File: src/rtl/render_scheduler.sv
// render_scheduler
//   Sequences one frame of work across three clients: game logic, then the
//   first-person view renderer, then (optionally) the minimap renderer.
//   Frame ticks that arrive while a frame is in flight are buffered once
//   (pending). Any further ticks in the same frame are counted as drops.
//   Each WAIT state has a watchdog. If a client never reports done, the
//   watchdog expires, the sticky error flag is set and the frame is closed.
//
// Handshake: the scheduler issues a one-cycle x_start_o pulse while it is in
//   state X_START. The client answers with a one-cycle x_done_i pulse. That
//   pulse is accepted only while the scheduler is in X_WAIT. A done pulse at
//   any other time, including the START cycle, is ignored.
//
// Ports
//   clk_i, rst_ni                     clock, asynchronous active-low reset
//   frame_tick_i                      one-cycle new-frame request
//   enable_map_i                      1 = run minimap after the FPV pass
//   *_start_o / *_done_i              client start pulses / done pulses
//   *_grid_x_i/*_grid_y_i             client grid addresses
//   grid_x_o/grid_y_o                 grid address of the owning client
//   fpv_vga_* / map_vga_*             client VGA write ports
//   vga_x_o/vga_y_o/vga_colour_o/vga_write_o  VGA port of the owning client
//   busy_o                            high whenever not IDLE
//   frame_count_o                     completed frames (wraps)
//   drop_count_o                      dropped ticks (saturates)
//   wdog_error_o                      sticky watchdog expiry flag
//   state_o                           current FSM state (debug)
module render_scheduler #(
    parameter int unsigned WDOG_W = 20
) (
    input  logic        clk_i,
    input  logic        rst_ni,
    input  logic        frame_tick_i,
    input  logic        enable_map_i,
    output logic        logic_start_o,
    output logic        fpv_start_o,
    output logic        map_start_o,
    input  logic        logic_done_i,
    input  logic        fpv_done_i,
    input  logic        map_done_i,
    input  logic [5:0]  logic_grid_x_i,
    input  logic [4:0]  logic_grid_y_i,
    input  logic [5:0]  fpv_grid_x_i,
    input  logic [4:0]  fpv_grid_y_i,
    input  logic [5:0]  map_grid_x_i,
    input  logic [4:0]  map_grid_y_i,
    output logic [5:0]  grid_x_o,
    output logic [4:0]  grid_y_o,
    input  logic [7:0]  fpv_vga_x_i,
    input  logic [6:0]  fpv_vga_y_i,
    input  logic [17:0] fpv_vga_colour_i,
    input  logic        fpv_vga_write_i,
    input  logic [7:0]  map_vga_x_i,
    input  logic [6:0]  map_vga_y_i,
    input  logic [17:0] map_vga_colour_i,
    input  logic        map_vga_write_i,
    output logic [7:0]  vga_x_o,
    output logic [6:0]  vga_y_o,
    output logic [17:0] vga_colour_o,
    output logic        vga_write_o,
    output logic        busy_o,
    output logic [7:0]  frame_count_o,
    output logic [7:0]  drop_count_o,
    output logic        wdog_error_o,
    output logic [2:0]  state_o
);

    typedef enum logic [2:0] {
        IDLE        = 3'd0,
        LOGIC_START = 3'd1,
        LOGIC_WAIT  = 3'd2,
        FPV_START   = 3'd3,
        FPV_WAIT    = 3'd4,
        MAP_START   = 3'd5,
        MAP_WAIT    = 3'd6,
        FRAME_END   = 3'd7
    } state_e;

    state_e              state_q, state_d;
    logic                pending_q, pending_d;
    logic [WDOG_W-1:0]   wdog_q, wdog_d;
    logic [7:0]          frame_count_q, frame_count_d;
    logic [7:0]          drop_count_q, drop_count_d;
    logic                wdog_error_q, wdog_error_d;

    logic                in_wait;
    logic                done_sel;
    logic [WDOG_W-1:0]   wdog_inc;

    always_ff @(posedge clk_i or negedge rst_ni) begin
        if (!rst_ni) begin
            state_q       <= IDLE;
            pending_q     <= 1'b0;
            wdog_q        <= '0;
            frame_count_q <= 8'd0;
            drop_count_q  <= 8'd0;
            wdog_error_q  <= 1'b0;
        end else begin
            state_q       <= state_d;
            pending_q     <= pending_d;
            wdog_q        <= wdog_d;
            frame_count_q <= frame_count_d;
            drop_count_q  <= drop_count_d;
            wdog_error_q  <= wdog_error_d;
        end
    end

    always_comb begin
        state_d       = state_q;
        pending_d     = pending_q;
        wdog_d        = wdog_q;
        frame_count_d = frame_count_q;
        drop_count_d  = drop_count_q;
        wdog_error_d  = wdog_error_q;
        in_wait       = 1'b0;
        done_sel      = 1'b0;
        wdog_inc      = wdog_q + WDOG_W'(1);

        case (state_q)
            IDLE: begin
                if (frame_tick_i || pending_q) state_d = LOGIC_START;
                // Consuming the buffered tick: a tick arriving in this same
                // cycle is buffered again instead of being dropped.
                if (pending_q) pending_d = frame_tick_i;
            end
            LOGIC_START: state_d = LOGIC_WAIT;
            LOGIC_WAIT: begin
                in_wait  = 1'b1;
                done_sel = logic_done_i;
                if (logic_done_i) state_d = FPV_START;
            end
            FPV_START: state_d = FPV_WAIT;
            FPV_WAIT: begin
                in_wait  = 1'b1;
                done_sel = fpv_done_i;
                if (fpv_done_i) state_d = enable_map_i ? MAP_START : FRAME_END;
            end
            MAP_START: state_d = MAP_WAIT;
            MAP_WAIT: begin
                in_wait  = 1'b1;
                done_sel = map_done_i;
                if (map_done_i) state_d = FRAME_END;
            end
            FRAME_END: begin
                state_d       = IDLE;
                frame_count_d = frame_count_q + 8'd1;
            end
            default: state_d = IDLE;
        endcase

        // A done pulse takes priority over expiry in the same cycle. Expiry
        // fires on the WAIT cycle in which the counter reaches all-ones.
        if (in_wait && !done_sel) begin
            wdog_d = wdog_inc;
            if (wdog_inc == '1) begin
                wdog_error_d = 1'b1;
                state_d      = FRAME_END;
            end
        end

        if (state_d == LOGIC_START || state_d == FPV_START || state_d == MAP_START)
            wdog_d = '0;

        // Only one tick is buffered. Any extra tick during a frame is a drop.
        if (state_q != IDLE && frame_tick_i) begin
            if (!pending_q) pending_d = 1'b1;
            else if (drop_count_q != 8'hFF) drop_count_d = drop_count_q + 8'd1;
        end
    end

    // Outputs decode state only, so an asynchronous reset clears them at once.
    always_comb begin
        grid_x_o     = 6'd0;
        grid_y_o     = 5'd0;
        vga_x_o      = 8'd0;
        vga_y_o      = 7'd0;
        vga_colour_o = 18'd0;
        vga_write_o  = 1'b0;
        case (state_q)
            LOGIC_START, LOGIC_WAIT: begin
                grid_x_o = logic_grid_x_i;
                grid_y_o = logic_grid_y_i;
            end
            FPV_START, FPV_WAIT: begin
                grid_x_o     = fpv_grid_x_i;
                grid_y_o     = fpv_grid_y_i;
                vga_x_o      = fpv_vga_x_i;
                vga_y_o      = fpv_vga_y_i;
                vga_colour_o = fpv_vga_colour_i;
                vga_write_o  = fpv_vga_write_i;
            end
            MAP_START, MAP_WAIT: begin
                grid_x_o     = map_grid_x_i;
                grid_y_o     = map_grid_y_i;
                vga_x_o      = map_vga_x_i;
                vga_y_o      = map_vga_y_i;
                vga_colour_o = map_vga_colour_i;
                vga_write_o  = map_vga_write_i;
            end
            default: ;
        endcase
    end

    assign logic_start_o = (state_q == LOGIC_START);
    assign fpv_start_o   = (state_q == FPV_START);
    assign map_start_o   = (state_q == MAP_START);
    assign busy_o        = (state_q != IDLE);
    assign frame_count_o = frame_count_q;
    assign drop_count_o  = drop_count_q;
    assign wdog_error_o  = wdog_error_q;
    assign state_o       = state_q;

endmodule

File: config.mk
export PLATFORM = sky130hd
export DESIGN_NAME = render_scheduler
export DESIGN_NICKNAME = d
export VERILOG_FILES = /design/src/rtl/render_scheduler.sv
export SDC_FILE = /design/constraint.sdc
export NUM_CORES = 1
export LEC_CHECK = 0
export BUFFER_PORTS_ARGS = -buffer_cell sky130_fd_sc_hd__clkbuf_2
export CAP_MARGIN = 20
export CORE_MARGIN = 5
export CORE_UTILIZATION = 35
export CTS_BUF_LIST = sky130_fd_sc_hd__clkbuf_8
export DETAILED_ROUTE_END_ITERATION = 10
export PLACE_DENSITY = 0.72
export SYNTH_ARGS = -nofsm -noshare
export SYNTH_HDL_FRONTEND = slang
export SYNTH_SLANG_ARGS = --single-unit
File: constraint.sdc
create_clock -name clk_i -period 4 [get_ports clk_i]
set_input_delay 0.2 -clock clk_i [delete_from_list [all_inputs] [get_ports clk_i]]
set_output_delay 0.2 -clock clk_i [all_outputs]
set_load 0.05 [all_outputs]
==> summary.json <==
{
  "min_to": "pending_q",
  "nets": 606,
  "final_core_util_pct": 48.44,
  "synth_fp_nets": 439,
  "htree_levels": 2,
  "placement_rows": 33,
  "clock_skew_ns": 0.006591,
  "globalRoute.totalOverflow": 0,
  "cp_data_arrival_time_ns": 2.74,
  "min-delay-path-class": "in2reg",
  "largest_delay_contributor_family_on_the_critical_path": "simple AND/OR/NAND/NOR gates",
  "synth_compound_area_share_pct": 18.49,
  "route.antenna.remaining_nets": 0,
  "fin_crit_ns": 2.498,
  "ys_warn_count": 0,
  "die_span_in_x_um": 101.2,
  "finish.cell_count_without_fillers": 600,
  "crit_path_max_incr_delay_ns": 0.52,
  "drive_above_1_share_pct": 40.00,
  "post-place-cells": 590,
  "clock-sinks": 41,
  "timing.critical_path.cells": "ha_1, nand3_1, or3_1, o22a_1, o22a_1, nor4_2, or2_1",
  "synth_enable_flop_cells": 0,
  "tightestPinTransition_ns": 0.5374,
  "ctsHoldBuffers": 0,
  "hold_violations": 0,
  "synth_top_family_by_area": "simple AND/OR/NAND/NOR gates",
  "dieHeight_um": 101.2,
  "coreArea_sq_um": 8175,
  "cts_post_setup_buffers_inserted": 0,
  "fmax_ghz": 0.4003,
  "post_cts_resized": 0,
  "synth_fa_ha_area_share_pct": 2.065,
  "maxCapViolCount": 0,
  "grt_util_all_layers_pct": 19.00,
  "worst_slew_margin_rel_pct": 63.87,
  "path_max_fanout": 8,
  "drt-pass1-iter-count": 4,
  "count_of_endpoints_failing_setup_in_the_final_report": 0,
  "routed-via-count": 3091,
  "numCtsBuffers": 5,
  "run_status": "finished clean",
  "crit_slowest_cell": "sky130_fd_sc_hd__nor4_2",
  "total_length_of_routed_wires_mm": 9.815,
  "timing.reg2reg.setup_slack_ns": 1.50,
  "post-route-drc-count": 0,
  "boundaryPins": 177,
  "first_global_vias": 3062,
  "worstHoldPathCells": 2,
  "average_cell_area_after_synthesis_sq_um": 8.896,
  "worst_path_clk_slew_ns": 0.08,
  "critical_path.n_buffers_inverters": 0,
  "ant_cells": 0,
  "clk_root_buffer_cell": "sky130_fd_sc_hd__clkbuf_8",
  "grt_start_max_net_pins": 46,
  "rsz_0062_raised_after_global_routing": "false",
  "cp_capture_type": "flop",
  "clkLatencyLatePin_ns": 0.30,
  "fin_tns_setup_ns": 0,
  "simple_gate_share_of_the_synthesized_area_pct": 22.54,
  "multiplexer_share_of_the_synthesized_area_pct": 4.903,
  "design.die.area_sq_um": 10230,
  "yosys.area_share.xor_xnor_pct": 10.84,
  "static-leakage-power_nw": 1.968,
  "critical_path.reg2reg.startpoint": "wdog_q[1]",
  "clockBufferDepth": 2,
  "syn-instance-count": 327,
  "synth-async-reset-ratio_pct": 100.0,
  "design_power_total_mw": 3.611,
  "final_replace_weighted_congestion": 0.9028,
  "hold_path_startpoint": "frame_tick_i",
  "setup.worst_path.class": "reg2reg",
  "endpoint_of_the_worst_register_to_register_path": "state_o[2]",
  "path_common_cell": "sky130_fd_sc_hd__o22a_1",
  "post_synth_instance_area_sq_um": 2909,
  "detailedPlacementHpwl_mm": 7.975,
  "floorplan.initialDensity_pct": 35.58,
  "worst_setup_path_start_kind": "flop",
  "vdd_drop_max_v": 0.0007819,
  "route.detailed.wl_per_inst_um": 16.36,
  "antenna_violations_before_repair": 0,
  "seq_total_area_yosys_pct": 35.27,
  "post-route-period-util_pct": 62.45,
  "portBuffers": 176,
  "postSynthRegisterBits": 41,
  "final-max-slew-violation-count": 0,
  "count_of_cells_along_the_worst_register_to_register_path": 7,
  "tritoncts": "built",
  "dr.first_iter.drc_count": 130,
  "area.growth.synth_to_final_pct": 36.13,
  "pwr_density_cell_nw_per_um2": 911.9,
  "synth_top_flop_cell": "sky130_fd_sc_hd__dfrtp_1",
  "synth.distinct_cells": 49,
  "grt_pass1_wl_mm": 15.36,
  "required_time_worst_endpoint_ns": 4.24,
  "drt-vias-per-instance": 5.152
}
[state kept, by name (all words and copies together) (netlist names)]
| name | count |
|---|---|
| state_o | 3 |
| wdog_q | 20 |
| frame_count_o | 8 |
| pending_q | 1 |
| drop_count_o | 8 |
| wdog_error_o | 1 |
[metrics by stage]
stage          hold WS [ns]  cell area, sq um  setup slack (ns)
6_report             0.2048              3960             1.502
5_1_grt              0.1995              3960             1.386
4_1_cts             0.08567              3930             1.512
3_5_place_dp         0.4204              3836             1.539
3_3_place_gp         0.4184              3809             1.528
2_1_floorplan      -0.09559              2909            0.8264
[worst max path at each step]
stage,start,to,slack (ns),depth (start not counted)
6_report,wdog_q[1],state_o[2],1.50,7
5_1_grt,state_o[1],vga_x_o[6],1.39,6
4_1_cts,wdog_q[1],state_o[2],1.51,7
3_5_place_dp,wdog_q[1],state_o[2],1.54,7
3_3_place_gp,state_o[1],vga_colour_o[7],1.53,5
2_1_floorplan,state_o[1],grid_y_o[3],0.83,8
[worst reg2reg max path, stage by stage, from the launching register on]
cell and delay [ns]:
sky130_fd_sc_hd__dfrtp_1 0.49, sky130_fd_sc_hd__ha_1 0.31, sky130_fd_sc_hd__nand3_1 0.17, sky130_fd_sc_hd__or3_1 0.42, sky130_fd_sc_hd__o22a_1 0.18, sky130_fd_sc_hd__o22a_1 0.20
sky130_fd_sc_hd__nor4_2 0.52, sky130_fd_sc_hd__or2_1 0.18
[layout make-up]
type                       count  area [sq um]
fill                         808          4215
multi-input combinational    257          1714
sequential                    41          1026
timing repair buffer         184         975.9
tap                          105         131.4
clock buffer                   5         68.82
clock inverter                 3         25.02
inverter                       5         18.77
[report_power, final]
part	internal, mW	switching, mW	total (mW)
combinational	0.691	2.03	2.72
sequential	0.493	0.107	0.600
clock	0.126	0.163	0.289
[layout by cell type (no fill, tap or decap), types with 2 or more instances in the layout]
cell type and count:
sky130_fd_sc_hd__inv_1 5, sky130_fd_sc_hd__nor2_1 34, sky130_fd_sc_hd__dfrtp_1 41, sky130_fd_sc_hd__o31a_1 3, sky130_fd_sc_hd__buf_4 5, sky130_fd_sc_hd__nand3_1 17
sky130_fd_sc_hd__clkbuf_8 5, sky130_fd_sc_hd__nand2_1 29, sky130_fd_sc_hd__nor3_1 7, sky130_fd_sc_hd__nor4_1 5, sky130_fd_sc_hd__or2_1 4, sky130_fd_sc_hd__and3_1 4
sky130_fd_sc_hd__or3_1 3, sky130_fd_sc_hd__a22o_1 34, sky130_fd_sc_hd__o22ai_1 2, sky130_fd_sc_hd__clkbuf_2 176, sky130_fd_sc_hd__o22a_1 2, sky130_fd_sc_hd__mux2i_1 12
sky130_fd_sc_hd__nand3b_1 3, sky130_fd_sc_hd__nor2b_1 2, sky130_fd_sc_hd__a21oi_1 9, sky130_fd_sc_hd__o21ai_0 14, sky130_fd_sc_hd__xor2_1 16, sky130_fd_sc_hd__xnor2_1 20
sky130_fd_sc_hd__and4_1 3, sky130_fd_sc_hd__ha_1 4, sky130_fd_sc_hd__nand4_1 9
[cell families (layout without fill, tap and decap cells)]
group,count (synthesis),after routing
mux,14,14
buf+inv,29,197
flops,41,41
fa+ha+maj,5,5
simple gates,130,130
compound gates,72,72
xor+xnor,36,36
[Yosys cell counts (7+ instances only)]
master | number | share of area (%)
sky130_fd_sc_hd__xnor2_1 | 20 | 6.0
sky130_fd_sc_hd__dfrtp_1 | 41 | 35
sky130_fd_sc_hd__nand2_1 | 29 | 3.7
sky130_fd_sc_hd__a22o_1 | 34 | 10
sky130_fd_sc_hd__nand3_1 | 17 | 2.9
sky130_fd_sc_hd__o21ai_0 | 14 | 2.4
sky130_fd_sc_hd__a21oi_1 | 9 | 1.5
sky130_fd_sc_hd__mux2i_1 | 12 | 4.1
sky130_fd_sc_hd__nor3_1 | 7 | 1.2
sky130_fd_sc_hd__nand4_1 | 9 | 1.9
sky130_fd_sc_hd__clkbuf_1 | 14 | 1.8
sky130_fd_sc_hd__xor2_1 | 16 | 4.8
sky130_fd_sc_hd__nor2_1 | 34 | 4.4
[routing by layer]
metal,track usage [%],up-vias,routed length (um)
li1,-,1517,-
met1,21.64,1440,3568
met2,33.10,122,5167
met3,7.300,12,916
met4,5.419,0,163
met5,0,-,0
Power figures use the tool's default switching activity.
